<file path="src/rtl/controller_datapath.sv">
// One Game-of-Life generation on a 5x5 grid. The cells are processed one per cycle: a small FSM
// steps row/col, and the datapath counts neighbors from the frozen input grid.
module controller_datapath (
  input  logic        clk,
  input  logic        rst,
  input  logic        start,
  input  logic [24:0] line,
  output logic [24:0] result,
  output logic        done,
  output logic        busy
);

  typedef enum logic [1:0] {IDLE, CALC, UPDATE, DONE} state_t;

  state_t      state_reg;
  logic [2:0]  row_reg;
  logic [2:0]  col_reg;
  logic        done_reg;
  logic        busy_reg;
  logic [24:0] grid_reg;
  logic [24:0] next_grid_reg;
  logic [24:0] result_reg;

  logic        load_grid;
  logic        write_cell;
  logic        load_result;
  logic [48:0] padded;
  logic [5:0]  pidx;
  logic [3:0]  nbr_count;
  logic [4:0]  cell_idx;
  logic        cur_cell;
  logic        cell_next;

  // ---------------- controller ----------------
  assign load_grid   = (state_reg == IDLE) && start;
  assign write_cell  = (state_reg == CALC);
  assign load_result = (state_reg == UPDATE);

  always_ff @(posedge clk or negedge rst) begin
    if (!rst) begin
      state_reg <= IDLE;
      row_reg   <= 3'd0;
      col_reg   <= 3'd0;
      done_reg  <= 1'b0;
      busy_reg  <= 1'b0;
    end else begin
      case (state_reg)
        IDLE: begin
          done_reg <= 1'b0;
          if (start) begin
            row_reg   <= 3'd0;
            col_reg   <= 3'd0;
            busy_reg  <= 1'b1;
            state_reg <= CALC;
          end
        end
        CALC: begin
          if (col_reg == 3'd4) begin
            col_reg <= 3'd0;
            if (row_reg == 3'd4) begin
              row_reg   <= 3'd0;
              state_reg <= UPDATE;
            end else begin
              row_reg <= row_reg + 3'd1;
            end
          end else begin
            col_reg <= col_reg + 3'd1;
          end
        end
        UPDATE: begin
          done_reg  <= 1'b1;
          state_reg <= DONE;
        end
        DONE: begin
          done_reg  <= 1'b0;
          busy_reg  <= 1'b0;
          state_reg <= IDLE;
        end
        default: state_reg <= IDLE;
      endcase
    end
  end

  // ---------------- datapath ----------------
  // The grid is surrounded by a ring of dead cells, so every neighbor lookup stays in range.
  genvar gi;
  generate
    for (gi = 0; gi < 49; gi++) begin : g_pad
      localparam int PR = gi / 7;
      localparam int PC = gi % 7;
      if (PR >= 1 && PR <= 5 && PC >= 1 && PC <= 5) begin : g_in
        assign padded[gi] = grid_reg[(PR - 1) * 5 + (PC - 1)];
      end else begin : g_edge
        assign padded[gi] = 1'b0;
      end
    end
  endgenerate

  always_comb begin
    nbr_count = 4'd0;
    pidx      = 6'd0;
    for (int dr = 0; dr < 3; dr++) begin
      for (int dc = 0; dc < 3; dc++) begin
        pidx = 6'(({3'b000, row_reg} + 6'(dr)) * 6'd7 + {3'b000, col_reg} + 6'(dc));
        if (!(dr == 1 && dc == 1))
          nbr_count = nbr_count + 4'(padded[pidx]);
      end
    end
  end

  assign cell_idx  = 5'({2'b00, row_reg} * 5'd5 + {2'b00, col_reg});
  assign cur_cell  = grid_reg[cell_idx];
  assign cell_next = (nbr_count == 4'd3) || ((nbr_count == 4'd2) && cur_cell);

  always_ff @(posedge clk or negedge rst) begin
    if (!rst) begin
      grid_reg      <= 25'd0;
      next_grid_reg <= 25'd0;
      result_reg    <= 25'd0;
    end else begin
      if (load_grid)
        grid_reg <= line;
      if (write_cell)
        next_grid_reg[cell_idx] <= cell_next;
      if (load_result)
        result_reg <= next_grid_reg;
    end
  end

  assign result = result_reg;
  assign done   = done_reg;
  assign busy   = busy_reg;

endmodule

</file>
<file path="config.mk">
export PLATFORM = sky130hd
export DESIGN_NAME = controller_datapath
export DESIGN_NICKNAME = d
export VERILOG_FILES = /design/src/rtl/controller_datapath.sv
export SDC_FILE = /design/constraint.sdc
export NUM_CORES = 1
export LEC_CHECK = 0
export CORE_MARGIN = 1
export CORE_UTILIZATION = 54
export DETAILED_ROUTE_END_ITERATION = 7
export PLACE_DENSITY = 0.78
export SYNTH_ARGS = -nofsm -noshare
export SYNTH_HDL_FRONTEND = slang
export SYNTH_SLANG_ARGS = --single-unit
</file>
<file path="constraint.sdc">
create_clock -name clk -period 6.15 [get_ports clk]
set_input_delay 1.5375 -clock clk [delete_from_list [all_inputs] [get_ports clk]]
set_output_delay 1.5375 -clock clk [all_outputs]
set_load 0.05 [all_outputs]
</file>
== After elaboration in Yosys (flattened, before gate mapping) ==
Index checks and enable logic that the tools add are counted.

* Output and inout port bits: 27
* Register bits after elaboration: 85
* Logic and storage cells: 99

* Mux-type cells: 34
* Multiply operators: 4
* Equality and inequality tests: 10
* Add/sub/neg operators: 20
* Order comparisons: 10
* Reductions and logical operators: 13

{| class="wikitable"
|+ Operator list
! operator !! number
|-
| 6-bit by 7-bit less-than comparator with 1-bit output, second input constant || 8
|-
| 1-bit binary-select mux with 6-bit select || 8
|-
| 25-bit bitwise mux || 1
|-
| 6-bit by 2-bit adder with 6-bit output, second input constant || 3
|-
| 6-bit by 3-bit adder with 6-bit output || 3
|-
| 4-bit by 1-bit adder with 4-bit output || 4
|-
| 6-bit by 1-bit adder with 6-bit output, second input constant || 2
|-
| 4-bit by 3-bit multiplier with 6-bit output, second input constant || 2
|-
| 3-bit 2-to-1 mux || 4
|-
| 3-bit case mux with 2 select lines || 2
|-
| 1-bit 2-to-1 mux || 11
|-
| 4-bit by 2-bit equality test with 1-bit output, second input constant || 2
|-
| 2-bit case mux with 4 select lines || 1
|-
| 3-bit by 1-bit adder with 3-bit output, second input constant || 2
|-
| 3-bit equality test, second input constant || 2
|-
| 5-bit by 6-bit less-than comparator with 1-bit output, second input constant || 1
|-
| 3-bit by 3-bit multiplier with 6-bit output, second input constant || 1
|-
| 2-bit 2-to-1 mux || 3
|-
| 3-bit AND reduction || 2
|-
| 2-bit nonzero test || 3
|-
| 5-bit by 3-bit adder with 5-bit output || 1
|-
| 1-bit binary-select mux with 5-bit select || 1
|-
| 1-bit demux with 5-bit select || 1
|-
| 5-bit by 1-bit >= comparator with 1-bit output, second input constant || 1
|-
| other kinds (16) || 22
|}

== Logic depth before layout (Yosys ltp) ==
Gate-level depths: netlist of the first run.

* Word-level depth: 16
* Gate-level depth with buffers: 27
* Depth with buffers taken out: 26

== Worst setup path after synthesis of the first run ==
No wires, ideal clock.

* Kind: reg-to-reg
* Start point: register row_reg[0]
* End point: register next_grid_reg[13]
* Library setup time: 0.125 ns
* Cell stages (with the launch flop): 24
* Slack: -0.551 ns
* Arrival time: 6.576 ns
* Cells stage by stage: dfrtp_1 > fa_1 > inv_1 > fa_1 > fa_1 > buf_2 > xor2_1 > mux4_2 > nor2_1 > a31oi_1 > mux2i_1 > mux2i_1 > fa_1 > inv_1 > fa_1 > fa_1 > inv_1 > ha_1 > fa_1 > and3_1 > o21a_1 > o31ai_1 > o21ai_2 > mux2_2

* Cells in the longest elaborated chain, start to end: 16
* Elaborated cells on any way between the ends: 50
* Those cells by class: 18 x add/sub; 4 x mul; 2 x order compare; 2 x eq/ne; 21 x mux; 3 x reduce/logical

{| class="wikitable"
|+ Ends and longest elaborated chain
! element !! RTL line !! source
|-
| start, declared || 16 || <nowiki>logic [2:0] row_reg;</nowiki>
|-
| start signal, assigned || 64 || <nowiki>row_reg <= row_reg + 3'd1;</nowiki>
|-
| 3-bit by 3-bit multiplier with 6-bit output || 104 || <nowiki>pidx = 6'(({3'b000, row_reg} + 6'(dr)) * 6'd7 + {3'b000, col_reg} + 6'(dc));</nowiki>
|-
| 6-bit by 3-bit adder with 6-bit output || 104 ||
|-
| 6-bit by 1-bit adder with 6-bit output || 104 ||
|-
| 1-bit binary-select mux with 6-bit select || 106 || <nowiki>nbr_count = nbr_count + 4'(padded[pidx]);</nowiki>
|-
| 1-bit 2-to-1 mux (not written as such) || 106 ||
|-
| 1-bit by 1-bit adder with 2-bit output || 106 ||
|-
| 2-bit by 1-bit adder with 3-bit output || 106 ||
|-
| 3-bit by 1-bit adder with 4-bit output || 106 ||
|-
| 4-bit by 1-bit adder with 4-bit output (4 in series) || 106 ||
|-
| 4-bit by 2-bit equality test with 1-bit output || 113 || <nowiki>assign cell_next = (nbr_count == 4'd3) || ((nbr_count == 4'd2) && cur_cell);</nowiki>
|-
| 1-bit logical AND || 113 ||
|-
| 1-bit logical OR || 113 ||
|-
| 25-bit bitwise mux * || 124 || <nowiki>next_grid_reg[cell_idx] <= cell_next;</nowiki>
|-
| end signal, assigned by index || 124 ||
|-
| end, declared || 21 || <nowiki>logic [24:0] next_grid_reg;</nowiki>
|}

Every way passes the cells marked *; elsewhere a longest branch is shown, timed or not. The select of a mux whose other input is x is not followed.
A chain may end at the register's enable or synchronous reset.

== Worst setup path after layout of the first run ==
* Start point: register row_reg[1]
* End point: register next_grid_reg[16]

The elaborated chain is that of the path after synthesis.

==> summary.txt, run 1 <==
Route
  • DRT iter0 DRCs: 591
  • Final antenna-violating net count: 0
  • Drt drc: 0
  • Vias per inst: 6.15
  • Vias: 5625
  • Drt wl/cell: 19.1 µm
  • Overall routed net length: 17.5 mm
  • Drt pass-1 iters: 5

Synthesis
  • Post-Syn Area: 0.00687 mm²
  • Synthesized instance count: 636
  • Simple-Gate Fraction of Synth Area: 0.0881
  • Multiplexer share of the synthesized area: 0.246
  • Largest family of logic cells by synthesized area: multiplexers
  • Syn_area_per_cell: 10.8 µm²
  • Synth unique cells: 66
  • Register area share after synthesis: 0.310
  • Synthesized flop and latch total: 85
  • FFs w/ async S/R, synth: 1.00
  • Post-synthesis adder-cell area fraction: 0.140
  • Synth Flop Type: dfrtp_1
  • Synth Net Count: 732
  • Synth Warn #: 0
  • Synth Area in Compound Gates: 0.118
  • Synth Area in XOR/XNOR: 0.0577
  • Number of flops mapped to enable cells by yosys: 0

Status
  • Violated checks: setup timing
  • Status: finished with violations

GRT
  • Largest net degree at the start of global routing: 86
  • Antenna violations before repair: 0
  • Total track usage: 0.282
  • First-pass GRT wire length: 28.6 mm
  • Vias in the first global route: 5760
  • Aggregate global routing overflow: 0

Layout
  • Most common cell after layout, fill and taps aside: dfrtp_1
  • Final nets: 838
  • Area grow syn2layout: 24.1%
  • Final Instance Area: 0.00852 mm²
  • Filler cells: 903
  • Ant. Diodes: 0
  • Share of layout cells above drive strength 1: 0.297
  • Seq. cell area: 0.00213 mm²
  • Most used cells in the layout excluding fill and tap cells: dfrtp_1, buf_4, mux2_2
  • Multi-input gate area: 0.00465 mm²

Setup path
  • Worst Setup End Kind: flip-flop
  • R2r startpoint: row_reg[1]
  • RR Endpoint: next_grid_reg[16]
  • Worst-case reg-to-reg path depth: 21
  • Crit path to: next_grid_reg[16]
  • Worst R2R Setup Slack: -0.43 ns
  • Max FO, Critical Path: 4
  • WP data required: 6.41 ns
  • Crit path launch type: flip-flop
  • CP Data Arrival Time: 6.85 ns
  • CP startpoint: row_reg[1]
  • WS Path Type: reg2reg

CTS
  • Clk root buf: clkbuf_16
  • Clock tree sinks: 85
  • Clock insertion delay at the later pin of the skew report: 0.35 ns
  • Total CTS buffers: 9
  • CTS clock-pin slew for the worst setup and hold paths: 0.07 ns
  • CTS tree: built
  • Bufs on Longest Clock Path: 2
  • CTS Hold Bufs: 0
  • H-tree levels: 3

Placed design
  • Dpl cell area: 0.00805 mm²
  • Setup WS pre-CTS: -0.446 ns
  • Gpl congestion: 1.02
  • Final HPWL DP: 13.4 mm
  • PortBufs: 54

Worst hold path
  • Worst Hold Class: reg2reg

Timing
  • RSZ-0062 raised after global routing: yes
  • Max Clock Freq: 152 MHz
  • Final critical-path required period: 6.58 ns
  • Final setup viols: 25
  • Slew Limit Fails: 0
  • Fin crit share: 1.07
  • Worst-Margin Slew: 1.18 ns
  • Final Hold Fails: 0
  • Worst clock skew: 0.00962 ns
  • Worst setup margin: -0.434 ns
  • Slew HR: 0.213

Die
  • Top Ports: 55
  • Die Area: 0.0132 mm²
  • Die Wd: 115 µm
  • Initial Utilization: 0.563
  • Core area: 0.0122 mm²
  • Die Span Y: 115 µm
  • Row count: 40

Run
  • Max Cap Viol: 0
[logic make-up (layout without fill, tap and decap cells)]
group / after synthesis / after routing
multiplexers: 128 / 128
AO/OA/AOI/OAI: 123 / 123
flip-flops: 85 / 85
buffers and inverters: 63 / 174
XOR/XNOR: 41 / 41
adder cells (fa/ha/maj): 68 / 68
AND/OR/NAND/NOR: 128 / 128
[synthesized netlist by cell type (16+ instances only)]
library cell  instances  share of area
mux2i_1              32          0.047
inv_1                36          0.020
a21oi_1              16          0.012
nand3_1              20          0.015
mux4_2               21          0.069
mux2_2               67           0.11
nor2_1               30          0.016
o21ai_0              32          0.023
ha_1                 53          0.097
xnor2_1              24          0.031
dfrtp_1              85           0.31
nand2_1              37          0.020
[routing by layer]
metal / vias up / share of wire / GRT usage
met5: - / 0 / 0
met4: 0 / 0.030 / 0.103
met3: 45 / 0.062 / 0.0464
met2: 264 / 0.49 / 0.483
met1: 2758 / 0.42 / 0.364
li1: 2558 / - / -
[layout make-up]
| type | instances | area share |
|---|---|---|
| Clock buffer | 9 | 0.0264 |
| Inverter | 37 | 0.0163 |
| Multi-Input combinational cell | 488 | 0.546 |
| Tap cell | 168 | 0.0247 |
| Timing Repair Buffer | 121 | 0.126 |
| Sequential cell | 85 | 0.250 |
| Clock inverter | 7 | 0.0107 |
[worst max-delay path, stage by stage, from the launching register on]
cell	delay (ns)
dfrtp_2	0.44
fa_1	0.55
inv_2	0.04
fa_2	0.45
fa_2	0.67
xor2_4	0.20
mux4_2	0.53
nor2_1	0.12
a31oi_1	0.05
mux2i_1	0.16
mux2i_1	0.12
fa_1	0.50
inv_2	0.05
fa_1	0.47
fa_1	0.51
inv_1	0.04
ha_2	0.19
fa_2	0.53
o21a_4	0.14
o41a_1	0.23
nand4_1	0.24
o21ai_2	0.26
[worst min path at each step]
| stage | startpoint | end | slack [ns] | cells past startpoint |
|---|---|---|---|---|
| 2_1_floorplan | next_grid_reg[0] | result[0] | 0.47 | 1 |
| 3_3_place_gp | busy | busy | 0.49 | 2 |
| 3_5_place_dp | next_grid_reg[13] | next_grid_reg[13] | 0.49 | 1 |
| 4_1_cts | next_grid_reg[13] | next_grid_reg[13] | 0.50 | 1 |
| 5_1_grt | result[12] | result[12] | 0.53 | 1 |
| 6_report | result[12] | result[12] | 0.51 | 1 |
[what timing repair did]
action                                  CTS  global route
resized for setup                        13            14
pin swaps                                10            11
buffers inserted                          2             4
endpoints found under the setup margin   25            25
[metrics by stage]
| step | setup TNS (ns) | hold slack [ns] | utilization | instances |
|---|---|---|---|---|
| floorplan | -1.26 | 0.473 | - | 636 |
| global placement | -5.73 | 0.488 | 0.659 | 894 |
| detailed placement | -10.19 | 0.489 | 0.659 | 894 |
| CTS | -7.85 | 0.505 | 0.691 | 912 |
| global route | -14.14 | 0.525 | 0.698 | 915 |
| finish | -8.39 | 0.507 | 0.698 | 915 |
Power of run 1 is not shown: default switching activity piles up to over one toggle a cycle in this logic, so the estimate is an artifact.
==> run 2, diff against run 1 <==
--- a/config.mk
+++ b/config.mk
@@ -5,7 +5,7 @@
 export SDC_FILE = /design/constraint.sdc
 export NUM_CORES = 1
 export LEC_CHECK = 0
-export CORE_MARGIN = 1
+export ABC_AREA = 1
 export CORE_UTILIZATION = 54
 export DETAILED_ROUTE_END_ITERATION = 7
 export PLACE_DENSITY = 0.78
==> run 2 against run 1 <==
  * The run now ends clean
  * Maximum frequency is 10% higher
  * Die area grew 3.6%
  * Sequential share of layout area grew 0.33 points
  * Critical endpoint is now next_grid_reg[17]
==> summary.txt, run 2 <==
Die
  • Initial Utilization: 0.560
  • Die Area: 0.0137 mm²
  • Core area: 0.0127 mm²
  • Row count: 41
  • Top Ports: 55
  • Die Span Y: 117 µm
  • Die Wd: 117 µm

Placed design
  • Setup WS pre-CTS: -0.0551 ns
  • Final HPWL DP: 13.7 mm
  • Gpl congestion: 0.959
  • PortBufs: 54

Synthesis
  • Synth Flop Type: dfrtp_1
  • FFs w/ async S/R, synth: 1.00
  • Post-synth top area share: 0.299
  • Synth Area in Compound Gates: 0.124
  • Post-synthesis adder-cell area fraction: 0.135
  • Largest cells by area after synthesis: dfrtp_1, nand2_1, ha_1, inv_1, o21ai_0
  • Synthesized flop and latch total: 85
  • Synth Area in XOR/XNOR: 0.0318
  • Post-synth top area cell: dfrtp_1
  • Number of flops mapped to enable cells by yosys: 0
  • Post-synth top cells: nand2_1, inv_1, o21ai_0
  • Most common cell in the netlist: nand2_1
  • Synth Net Count: 1063
  • Register area share after synthesis: 0.299
  • Post-Syn Area: 0.00712 mm²
  • Synthesized instance count: 967
  • Multiplexer share of the synthesized area: 0.0395
  • Largest family of logic cells by synthesized area: simple AND/OR/NAND/NOR gates
  • Simple-Gate Fraction of Synth Area: 0.275
  • Synth Warn #: 0
  • Syn_area_per_cell: 7.37 µm²
  • Synth unique cells: 46

Setup path
  • Max FO, Critical Path: 6
  • WS Path Type: reg2reg
  • Worst R2R Setup Slack: 0.17 ns
  • Crit path to: next_grid_reg[17]
  • WP data required: 6.43 ns
  • RR Endpoint: next_grid_reg[17]
  • Crit path launch type: flip-flop
  • Worst-case reg-to-reg path depth: 24
  • CP Data Arrival Time: 6.25 ns
  • Worst Setup End Kind: flip-flop
  • CP startpoint: row_reg[0]
  • R2r startpoint: row_reg[0]

CTS
  • CTS tree: built
  • Clock tree sinks: 85
  • Clk root buf: clkbuf_16
  • Bufs on Longest Clock Path: 2
  • H-tree levels: 3
  • Clock insertion delay at the later pin of the skew report: 0.34 ns
  • CTS clock-pin slew for the worst setup and hold paths: 0.07 ns
  • Total CTS buffers: 9

GRT
  • Vias in the first global route: 6041
  • Largest net degree at the start of global routing: 45
  • Total track usage: 0.289
  • Antenna violations before repair: 0
  • First-pass GRT wire length: 30.5 mm
  • Aggregate global routing overflow: 0

Timing
  • Final setup TNS: 0 ns
  • Worst-Margin Slew: 1.16 ns
  • Worst clock skew: 0.0101 ns
  • Slew HR: 0.225
  • Worst setup margin: 0.175 ns
  • Final Hold Fails: 0
  • Final critical-path required period: 5.98 ns
  • Final setup viols: 0
  • Max Clock Freq: 167 MHz
  • Slew Limit Fails: 0
  • Fin crit share: 0.972

Route
  • Vias per inst: 5.59
  • Drt wl/cell: 16.0 µm
  • DRT iter0 DRCs: 667
  • Drt pass-1 iters: 5
  • Final antenna-violating net count: 0
  • Overall routed net length: 19.3 mm
  • Vias: 6750
  • Drt drc: 0

Status
  • Status: finished clean

Layout
  • Most used cells in the layout excluding fill and tap cells: nand2_1, inv_1, o21ai_0
  • Share of layout cells above drive strength 1: 0.132
  • Ant. Diodes: 0
  • Area grow syn2layout: 18.0%
  • Multi-input gate area: 0.00445 mm²
  • Most common cell after layout, fill and taps aside: nand2_1
  • Seq. cell area: 0.00213 mm²
  • Filler cells: 1098
  • Final nets: 1127
  • Final core utilization: 0.661

Run
  • Max Cap Viol: 0

Worst hold path
  • Hold path depth: 2
  • Worst Hold Class: reg2reg
run 2: changes by cell type in the layout (fill, tap and decap cells not counted), sizes merged, moves of 32 or more:
| cell | before | now |
|---|---|---|
| buf | 68 | 31 |
| mux2i | 32 | 0 |
| nand3 | 20 | 89 |
| o21ai | 45 | 101 |
| mux2 | 73 | 25 |
| nand2 | 37 | 279 |
| inv | 40 | 127 |
run 2: per-stage QoR:
| step | cells | cell area (µm²) | hold slack, ns |
|---|---|---|---|
| after global placement | 1188 | 7890 | 0.478 |
| after floorplan | 967 | 7130 | 0.448 |
| after CTS | 1203 | 8200 | 0.508 |
| after detailed placement | 1188 | 7890 | 0.488 |
| final | 1207 | 8410 | 0.504 |
| after global routing | 1207 | 8410 | 0.527 |
run 2: timing repair:
item,in CTS,in global routing
gates resized for setup,2,38
hold buffers,0,0
setup endpoints to repair,25,25
pin swaps,0,15
cloned,0,3
setup buffers,0,1
run 2: area by class of cell:
type | count | share of cell area
Clock inverter | 6 | 0.00848
Timing Repair Buffer | 86 | 0.0991
Sequential cell | 85 | 0.253
Multi-Input combinational cell | 723 | 0.530
Inverter | 126 | 0.0569
Tap cell | 172 | 0.0256
Clock buffer | 9 | 0.0268
run 2: critical path, cell delays in order (launching register included):
cell and delay [ns]:
dfrtp_2 0.44, fa_1 0.54, inv_1 0.05, fa_1 0.48, fa_2 0.59, buf_6 0.12, xnor2_2 0.10, buf_4 0.16
a21oi_2 0.03, o21ai_1 0.09, nand3_1 0.12, a21oi_2 0.15, nor2_1 0.05, nor2_1 0.13, fa_1 0.42, inv_1 0.08
fa_1 0.44, fa_1 0.50, inv_1 0.05, ha_2 0.19, fa_2 0.54, o21a_2 0.26, clkbuf_16 0.20, nand3_1 0.09
nand2_1 0.10
run 2: kinds of logic after synthesis:
family | Yosys count
DFF | 85
AOI/OAI and AO/OA | 162
xor gates and xnor gates | 25
buffers and inverters | 159
adders and majority gates | 68
muxes | 25
and+or+nand+nor | 443
run 2: worst min path at each step:
stage,start,endpoint,slack [ns]
3_3_place_gp,done,done,0.48
5_1_grt,result[0],result[0],0.53
6_report,done,done,0.50
3_5_place_dp,done,done,0.49
4_1_cts,result[14],result[14],0.51
2_1_floorplan,next_grid_reg[24],next_grid_reg[24],0.45
run 2: layer usage:
metal | vias to the layer above | wire length (µm) | GRT usage
li1 | 3261 | - | -
met1 | 3151 | 8310 | 0.398
met2 | 290 | 9180 | 0.466
met3 | 48 | 1180 | 0.0448
met4 | 0 | 582 | 0.0979
met5 | - | 0 | 0
Power of run 2 is left out for the same reason.
==> run 3, diff against run 2 <==
--- a/config.mk
+++ b/config.mk
@@ -8,6 +8,7 @@
 export ABC_AREA = 1
 export CORE_UTILIZATION = 54
 export DETAILED_ROUTE_END_ITERATION = 7
+export MAX_ROUTING_LAYER = met4
 export PLACE_DENSITY = 0.78
 export SYNTH_ARGS = -nofsm -noshare
 export SYNTH_HDL_FRONTEND = slang
==> run 3 against run 2 <==
  * Register-to-register slack got worse by 0.03 ns
  * Cell count increased by 0.17%
  * First-iteration DRC count decreased by 1.0%
  * Largest cell class unchanged
  * Clock-buffer cell count unchanged
  * Critical path depth increased by 5
  * Clock skew increased by 0.0030 ns
  * Setup slack got worse by 0.031 ns
  * Via count decreased by 1.1%
  * Hold slack got worse by 0.0077 ns
  * Utilization about the same
==> summary.txt, run 3 (synthesis results as in run 2) <==
Route
  • Vias: 6678
  • Drt pass-1 iters: 5
  • Final antenna-violating net count: 0
  • DRT iter0 DRCs: 660
  • Overall routed net length: 18.8 mm
  • Drt drc: 0
  • Drt wl/cell: 15.5 µm
  • Vias per inst: 5.52

Setup path
  • Max stage delay on crit path: 0.55 ns
  • CP startpoint: row_reg[1]
  • Max FO, Critical Path: 6
  • WP data required: 6.38 ns
  • Highest-delay cell along the critical path: fa_1
  • Worst Setup End Kind: flip-flop
  • CP Data Arrival Time: 6.24 ns
  • R2r startpoint: row_reg[1]
  • Crit path launch type: flip-flop
  • Most used cell, CP: inv_1
  • WS Path Type: reg2reg

GRT
  • Aggregate global routing overflow: 0
  • Vias in the first global route: 6166
  • Largest net degree at the start of global routing: 46
  • Antenna violations before repair: 0
  • Total track usage: 0.291
  • First-pass GRT wire length: 29.9 mm

Die
  • Top Ports: 55
  • Initial Utilization: 0.560
  • Die Span Y: 117 µm
  • Die Wd: 117 µm
  • Core area: 0.0127 mm²
  • Row count: 41
  • Die Area: 0.0137 mm²

Worst hold path
  • Worst Hold Class: reg2reg
  • Hold path start: done

Timing
  • Final critical-path required period: 6.01 ns
  • Worst clock skew: 0.0131 ns
  • Slew HR: 0.210
  • Final setup viols: 0
  • Max Clock Freq: 166 MHz
  • Slew Limit Fails: 0
  • Fin crit share: 0.977
  • Final Hold Fails: 0
  • Worst-Margin Slew: 1.18 ns

Placed design
  • PortBufs: 54
  • Final HPWL DP: 13.7 mm
  • Gpl congestion: 0.987

CTS
  • CTS tree: built
  • Clk root buf: clkbuf_16
  • CTS clock-pin slew for the worst setup and hold paths: 0.07 ns
  • H-tree levels: 3
  • Total CTS buffers: 9
  • Clock insertion delay at the later pin of the skew report: 0.35 ns
  • Clock tree sinks: 85
  • Bufs on Longest Clock Path: 2

Layout
  • Final core utilization: 0.661
  • Share of layout cells above drive strength 1: 0.133
  • Most used cells in the layout excluding fill and tap cells: nand2_1, inv_1, o21ai_0
  • Final nets: 1128
  • Most common cell after layout, fill and taps aside: nand2_1
  • Area grow syn2layout: 18.0%
  • Ant. Diodes: 0

Status
  • Status: finished clean

Run
  • Max Cap Viol: 0
-- run 3: changes by cell type in the layout (fill, tap and decap cells not counted), sizes merged --
cell and change:
buf +1, inv +1, clkinv +1, bufinv -1
-- run 3: path summary, 6_finish.rpt --
| check | end | slack (ns) | depth (start not counted) |
|---|---|---|---|
| max in group asynchronous | row_reg[0] | 3.97 | 2 |
| worst min register to register | done | 0.50 | 2 |
| min in group asynchronous | grid_reg[22] | 1.17 | 1 |
| worst max register to register | next_grid_reg[17] | 0.14 | 29 |
| worst max-delay path | next_grid_reg[17] | 0.14 | 29 |
| worst min-delay path | done | 0.50 | 2 |
-- run 3: layout make-up --
class	instances	area, µm²
Multi-Input combinational cell	723	4440
Fill cell	1074	4320
Sequential cell	85	2130
Timing Repair Buffer	87	853
Inverter	126	478
Clock buffer	9	225
Tap cell	172	215
Clock inverter	7	66.3
-- run 3: critical path: cells and delay by family, from the launching register on --
family / cells / cell delay, ns
AO/OA/AOI/OAI: 5 / 0.74
XOR/XNOR: 3 / 0.51
adder cells (fa/ha/maj): 8 / 3.22
buffers and inverters: 8 / 0.62
flip-flops: 1 / 0.45
AND/OR/NAND/NOR: 5 / 0.31
-- run 3: per-stage QoR --
step / TNS [ns] / std cells / hold WS, ns / cell area, µm² / worst slack [ns]
after floorplan: 0 / 967 / 0.448 / 7130 / 0.00926
after global placement: 0 / 1188 / 0.478 / 7910 / 0.0731
after detailed placement: -1.26 / 1188 / 0.473 / 7910 / -0.0696
after CTS: 0 / 1205 / 0.497 / 8220 / 0.00395
after global routing: -0.744 / 1209 / 0.526 / 8410 / -0.0759
final: 0 / 1209 / 0.496 / 8410 / 0.144
-- run 3: repair_timing --
| item | 4_1_cts | 5_1_grt |
|---|---|---|
| endpoints found under the setup margin | 25 | 25 |
| gates cloned | 0 | 3 |
| gates resized for setup | 3 | 31 |
| hold buffers | 0 | 0 |
| pin swaps | 1 | 9 |
| buffers inserted | 1 | 1 |
-- run 3: layer usage --
layer	share of wire	global-route usage
met1	0.44	0.379
met2	0.47	0.464
met3	0.055	0.0433
met4	0.031	0.103
met5	0	-
Power of run 3 is left out for the same reason.
